### src/rtl/req_issue.sv
// Credit-gated request issuer: pops a show-ahead FIFO into a single-entry
// downstream request register, tracking credits, accepted count and flush.
module req_issue #(
    parameter int DATA_WIDTH = 8,
    parameter int MAX_CREDIT = 4
) (
    input  logic                  clk,
    input  logic                  rst_n,
    input  logic                  fifo_empty_i,
    input  logic [DATA_WIDTH-1:0] fifo_rdata_i,
    output logic                  fifo_read_en_o,
    input  logic                  flush_i,
    output logic                  req_valid_o,
    input  logic                  req_ready_i,
    output logic [DATA_WIDTH-1:0] req_data_o,
    input  logic                  resp_done_i,
    output logic [2:0]            credit_o,
    output logic [15:0]           issued_cnt_o,
    output logic [1:0]            state_o,
    output logic                  err_o
);

    typedef enum logic [1:0] {
        S_IDLE      = 2'd0,
        S_ISSUE     = 2'd1,
        S_CRED_WAIT = 2'd2,
        S_FLUSH     = 2'd3
    } state_t;

    localparam logic [2:0] MAX_C = 3'(MAX_CREDIT);

    state_t                  r_state;
    state_t                  w_state_next;
    logic [2:0]              r_credit;
    logic [2:0]              w_credit_next;
    logic                    r_valid;
    logic [DATA_WIDTH-1:0]   r_data;
    logic [15:0]             r_cnt;
    logic                    r_err;

    logic w_pop;
    logic w_discard;
    logic w_hs;
    logic w_overflow;

    // A pop may only refill the request slot if it is empty or being accepted now.
    assign w_pop = !fifo_empty_i && (r_credit != 3'd0) && !flush_i &&
                   (!r_valid || req_ready_i) &&
                   ((r_state == S_IDLE) || (r_state == S_ISSUE));
    assign w_discard  = (r_state == S_FLUSH) && !fifo_empty_i;
    assign w_hs       = r_valid && req_ready_i;
    assign w_overflow = resp_done_i && !w_pop && (r_credit == MAX_C);

    assign fifo_read_en_o = rst_n && (w_pop || w_discard);
    assign req_valid_o    = r_valid;
    assign req_data_o     = r_data;
    assign credit_o       = r_credit;
    assign issued_cnt_o   = r_cnt;
    assign state_o        = r_state;
    assign err_o          = r_err;

    always_comb begin
        w_credit_next = r_credit;
        if (w_pop && !resp_done_i) begin
            w_credit_next = r_credit - 3'd1;
        end else if (resp_done_i && !w_pop && !w_overflow) begin
            w_credit_next = r_credit + 3'd1;
        end
    end

    always_comb begin
        w_state_next = r_state;
        if (flush_i) begin
            w_state_next = S_FLUSH;
        end else begin
            case (r_state)
                S_IDLE: begin
                    if (!fifo_empty_i) w_state_next = S_ISSUE;
                end
                S_ISSUE: begin
                    if (!fifo_empty_i && (r_credit == 3'd0)) w_state_next = S_CRED_WAIT;
                    else if (fifo_empty_i && !r_valid)      w_state_next = S_IDLE;
                end
                // Leave as soon as a credit is coming back so the next pop is not delayed.
                S_CRED_WAIT: begin
                    if (w_credit_next != 3'd0) w_state_next = S_ISSUE;
                end
                default: begin
                    w_state_next = S_IDLE;
                end
            endcase
        end
    end

    always_ff @(posedge clk or negedge rst_n) begin
        if (!rst_n) begin
            r_state  <= S_IDLE;
            r_credit <= MAX_C;
            r_valid  <= 1'b0;
            r_data   <= '0;
            r_cnt    <= 16'd0;
            r_err    <= 1'b0;
        end else begin
            r_state  <= w_state_next;
            r_credit <= w_credit_next;
            if (w_pop) begin
                r_valid <= 1'b1;
                r_data  <= fifo_rdata_i;
            end else if (w_hs) begin
                r_valid <= 1'b0;
            end
            if (w_hs)       r_cnt <= r_cnt + 16'd1;
            if (w_overflow) r_err <= 1'b1;
        end
    end

endmodule

### config.mk
export PLATFORM = sky130hd
export DESIGN_NAME = req_issue
export DESIGN_NICKNAME = d
export VERILOG_FILES = /design/src/rtl/req_issue.sv
export SDC_FILE = /design/constraint.sdc
export NUM_CORES = 1
export LEC_CHECK = 0
export ABC_AREA = 1
export CORE_MARGIN = 4
export CORE_UTILIZATION = 30
export DETAILED_ROUTE_END_ITERATION = 10
export PLACE_DENSITY = 0.52
export SYNTH_ARGS = -nofsm -noshare
export SYNTH_HDL_FRONTEND = slang
export SYNTH_SLANG_ARGS = --single-unit
### constraint.sdc
create_clock -name clk -period 2.2 [get_ports clk]
set_input_delay 0.33 -clock clk [delete_from_list [all_inputs] [get_ports clk]]
set_output_delay 0.33 -clock clk [all_outputs]
set_load 0.03 [all_outputs]
==> flow_summary_export.csv <==
group,metric,value,unit
power,power.leakage,1.04,nW
yosys,synth_area_per_cell,10.1,um^2
yosys,synth_nets,167,
worst_setup_path,worst_setup_path_start_kind,"register",
routing,detail_route.wl_per_cell,12.3,um
job,maxCapViolations,0,
routing,top_layer_used,"met4",
routing,wl_met3,264,um
sta,hold_violations,0,
layout,num_antenna_cells,0,
layout,drive_gt1_frac,0.162,
worst_setup_path,crit_fanout,6,
routing,met2RoutedLength,1520,um
sta,final.setup.tns,0,ns
floorplan,coreArea,0.00479,mm^2
routing,first_pass_iters,4,
clock_network,cts_sinks,31,
floorplan,effective_utilization_at_floorplan,0.316,
layout,syn_to_final_growth,43.0,%
worst_setup_path,crit_family,"flip-flops",
routing,route.final.wire_length,3330,um
yosys,total_standard_cell_area_after_synthesis,0.00151,mm^2
sta,slew_headroom,0.734,
routing,antenna_left,0,
routing,vias,1169,
yosys,synth.lib_cells_used.distinct,27,
placed_design,dpl.cell_count,263,
routing,viasPerCell,4.31,
clock_network,holdBufCountCts,0,
clock_network,clock_insertion_delay_at_the_later_pin_of_the_skew_report,0.27,ns
sta,slew_viol_final,0,
grt,grt_use_total,0.117,
sta,max_clock_freq,488,MHz
grt,grt_max_degree,32,
power,clkPwrFrac,0.208,
worst_setup_path,critical_path_depth,6,
grt,first_global_vias,1285,
power,pwr-share-seq,0.358,
sta,post-route-period-util,0.932,
grt,grt_pass1_wl,5730,um
worst_setup_path,critical-path-max-stage-delay,0.40,ns
worst_setup_path,setup.worst_path.end_class,"output port",
clock_network,cts_tree,"yes",
floorplan,die_extent_in_y,79.0,um
routing,route.layer.met1.wl,1530,um
power,switching_share,0.386,
placed_design,final_gp_congestion,0.821,
yosys,synth_top_area_cell,"dfrtp_1",
clock_network,cts_inserted_buffers,5,
worst_setup_path,cp_data_arrival_time,1.72,ns
clock_network,path_clk_slew,0.06,ns
worst_setup_path,worstPathCellList,"inv_1 > ha_1 > a21oi_1 > nand2_1 > a21boi_1 > buf_4",
worst_setup_path,worst-r2r-cell-count,11,
grt,grt-ovfl-total,0,
placed_design,detailedPlacementHpwl,2580,um
power,p_int,1.44,mW
sta,final-setup-viol-count,0,
power,cellPowerDensity,1090,mW/mm^2
grt,number_of_antenna_violations_at_the_first_check_in_global_routing,0,
placed_design,io_port_bufs,45,
routing,remaining_drc_errors,0,
layout,nets,221,
clock_network,post_cts_buffers,0,
worst_setup_path,crit_path_top_delay_cell,"dfrtp_1",
run_status,run_status,"finished, final reports clean",
clock_network,post_cts_resized,0,
yosys,synth_warnings,0,
layout,layout.cells.non_filler,271,
power,worst_ir_drop_vdd,0.000337,V
worst_setup_path,worst_setup_path_endpoint,"fifo_read_en_o",
worst_setup_path,crit_start,"credit_o[0]$_DFF_PN0_",
layout,mostFrequentLayoutCells,"clkdlybuf4s50_1, dfrtp_1, nand2_1",
sta,skew,0.00268,ns
power,power_switching,905,uW
yosys,synth.yosys.seq_area_share,0.514,
layout,layout.cells.most_common,"clkdlybuf4s50_1",
power,pwr-share-comb,0.435,
sta,worst-slew-pin-transition,0.399,ns
min_path,class_of_the_tightest_hold_or_removal_check,"register to register",
yosys,synthesis.instances,149,
sta,rsz0062_at_grt,"no",
clock_network,h-tree-depth,2,
yosys,synth_largest_type_area_fraction,0.497,
floorplan,design.die.area,0.00623,mm^2
yosys,postSynthRegisterBits,31,
sta,final_period_minus_worst_setup_slack,2.05,ns
floorplan,die_width,79.0,um
floorplan,io_pins,46,
worst_setup_path,timing.critical_path.buf_inv,2,
worst_setup_path,regToRegEndpoint,"state_o[0]$_DFFE_PN0P_",
worst_setup_path,r2r_setup_slack,0.31,ns
routing,drt_iter0_drc,44,
yosys,synthTopCellsByArea,"dfrtp_1, nand2_1, mux2_2",
worst_setup_path,worst_r2r_startpoint,"credit_o[0]$_DFF_PN0_",
floorplan,row_count,25,
worst_setup_path,critical_path_class,"register to output port",
worst_setup_path,required,1.87,ns
clock_network,clk_root_buffer_cell,"clkbuf_8",
clock_network,clk_path_buf_depth,2,
==> registers in the layout (all words and copies together) (netlist names) <==
register and count:
credit_o 3, state_o 2, req_valid_o 1, issued_cnt_o 16, req_data_o 8, err_o 1
==> cells by family (layout without fill, tap and decap cells) <==
| group | after synthesis | in the layout | synth area share |
|---|---|---|---|
| adders and majority gates | 4 | 4 | 0.0331 |
| muxes | 8 | 8 | 0.0597 |
| xor gates and xnor gates | 14 | 14 | 0.0812 |
| AOI/OAI and AO/OA | 7 | 7 | 0.0331 |
| buffers and inverters | 20 | 75 | 0.0505 |
| DFF | 31 | 31 | 0.515 |
| and+or+nand+nor | 65 | 65 | 0.228 |
==> power by group through the flow <==
stage	Sequential (mW)	Combinational [mW]	Clock, mW
floorplan	1.13	0.314	0
global placement	0.848	1.02	0
detailed placement	0.849	1.03	0
CTS	0.840	1.03	0.509
global route	0.859	1.10	0.532
finish	0.838	1.02	0.487
==> cell usage after synthesis <==
cell type  count
nand3b_1       1
mux2_2         8
inv_1         19
a21boi_0       1
nor2_1         9
xnor2_1        6
nor2_2         3
dfstp_2        1
nand3_2        1
xor2_1         8
nand2_1       26
nand2_4        2
o211ai_1       1
o31a_1         1
nand4_1        2
nor3_4         1
a21oi_1        1
o2111ai_1      1
nor2_4         3
nor3b_1        1
o21ai_0        1
dfrtp_1       30
buf_2          1
nand3_1       13
ha_1           4
nand2_2        3
o21bai_1       1
==> per-layer routing <==
metal,up-vias,track usage
li1,581,-
met1,553,0.152
met2,33,0.177
met3,2,0.0465
met4,0,0.0412
met5,-,0
==> area by class of cell <==
cell class | instances | area (um^2)
fill | 471 | 2630
sequential | 31 | 777
multi-input combinational | 98 | 657
timing repair buffer | 48 | 470
clock buffer | 8 | 100
tap | 67 | 83.8
inverter | 19 | 71.3
==> metrics by stage <==
| stage | area [um^2] | hold WS, ns | utilization | power [mW] | setup slack [ns] |
|---|---|---|---|---|---|
| floorplan | 1510 | 0.0344 | - | 1.44 | 0.00408 |
| global placement | 2060 | 0.457 | 0.430 | 1.87 | 0.147 |
| detailed placement | 2060 | 0.456 | 0.430 | 1.88 | 0.143 |
| CTS | 2160 | 0.476 | 0.451 | 2.38 | 0.150 |
| global route | 2160 | 0.520 | 0.451 | 2.49 | 0.0106 |
| finish | 2160 | 0.473 | 0.451 | 2.34 | 0.149 |
==> worst min-delay path by stage <==
stage	start	to	slack [ns]	depth (start not counted)
final	issued_cnt_o[15]$_DFFE_PN0P_	issued_cnt_o[15]$_DFFE_PN0P_	0.47	1
after floorplan	rst_n	credit_o[0]$_DFF_PN0_	0.03	0
after global routing	issued_cnt_o[15]$_DFFE_PN0P_	issued_cnt_o[15]$_DFFE_PN0P_	0.52	1
after global placement	issued_cnt_o[15]$_DFFE_PN0P_	issued_cnt_o[15]$_DFFE_PN0P_	0.46	1
after CTS	issued_cnt_o[15]$_DFFE_PN0P_	issued_cnt_o[15]$_DFFE_PN0P_	0.48	1
after detailed placement	issued_cnt_o[15]$_DFFE_PN0P_	issued_cnt_o[15]$_DFFE_PN0P_	0.46	1
(Power assumes the default switching activity.)
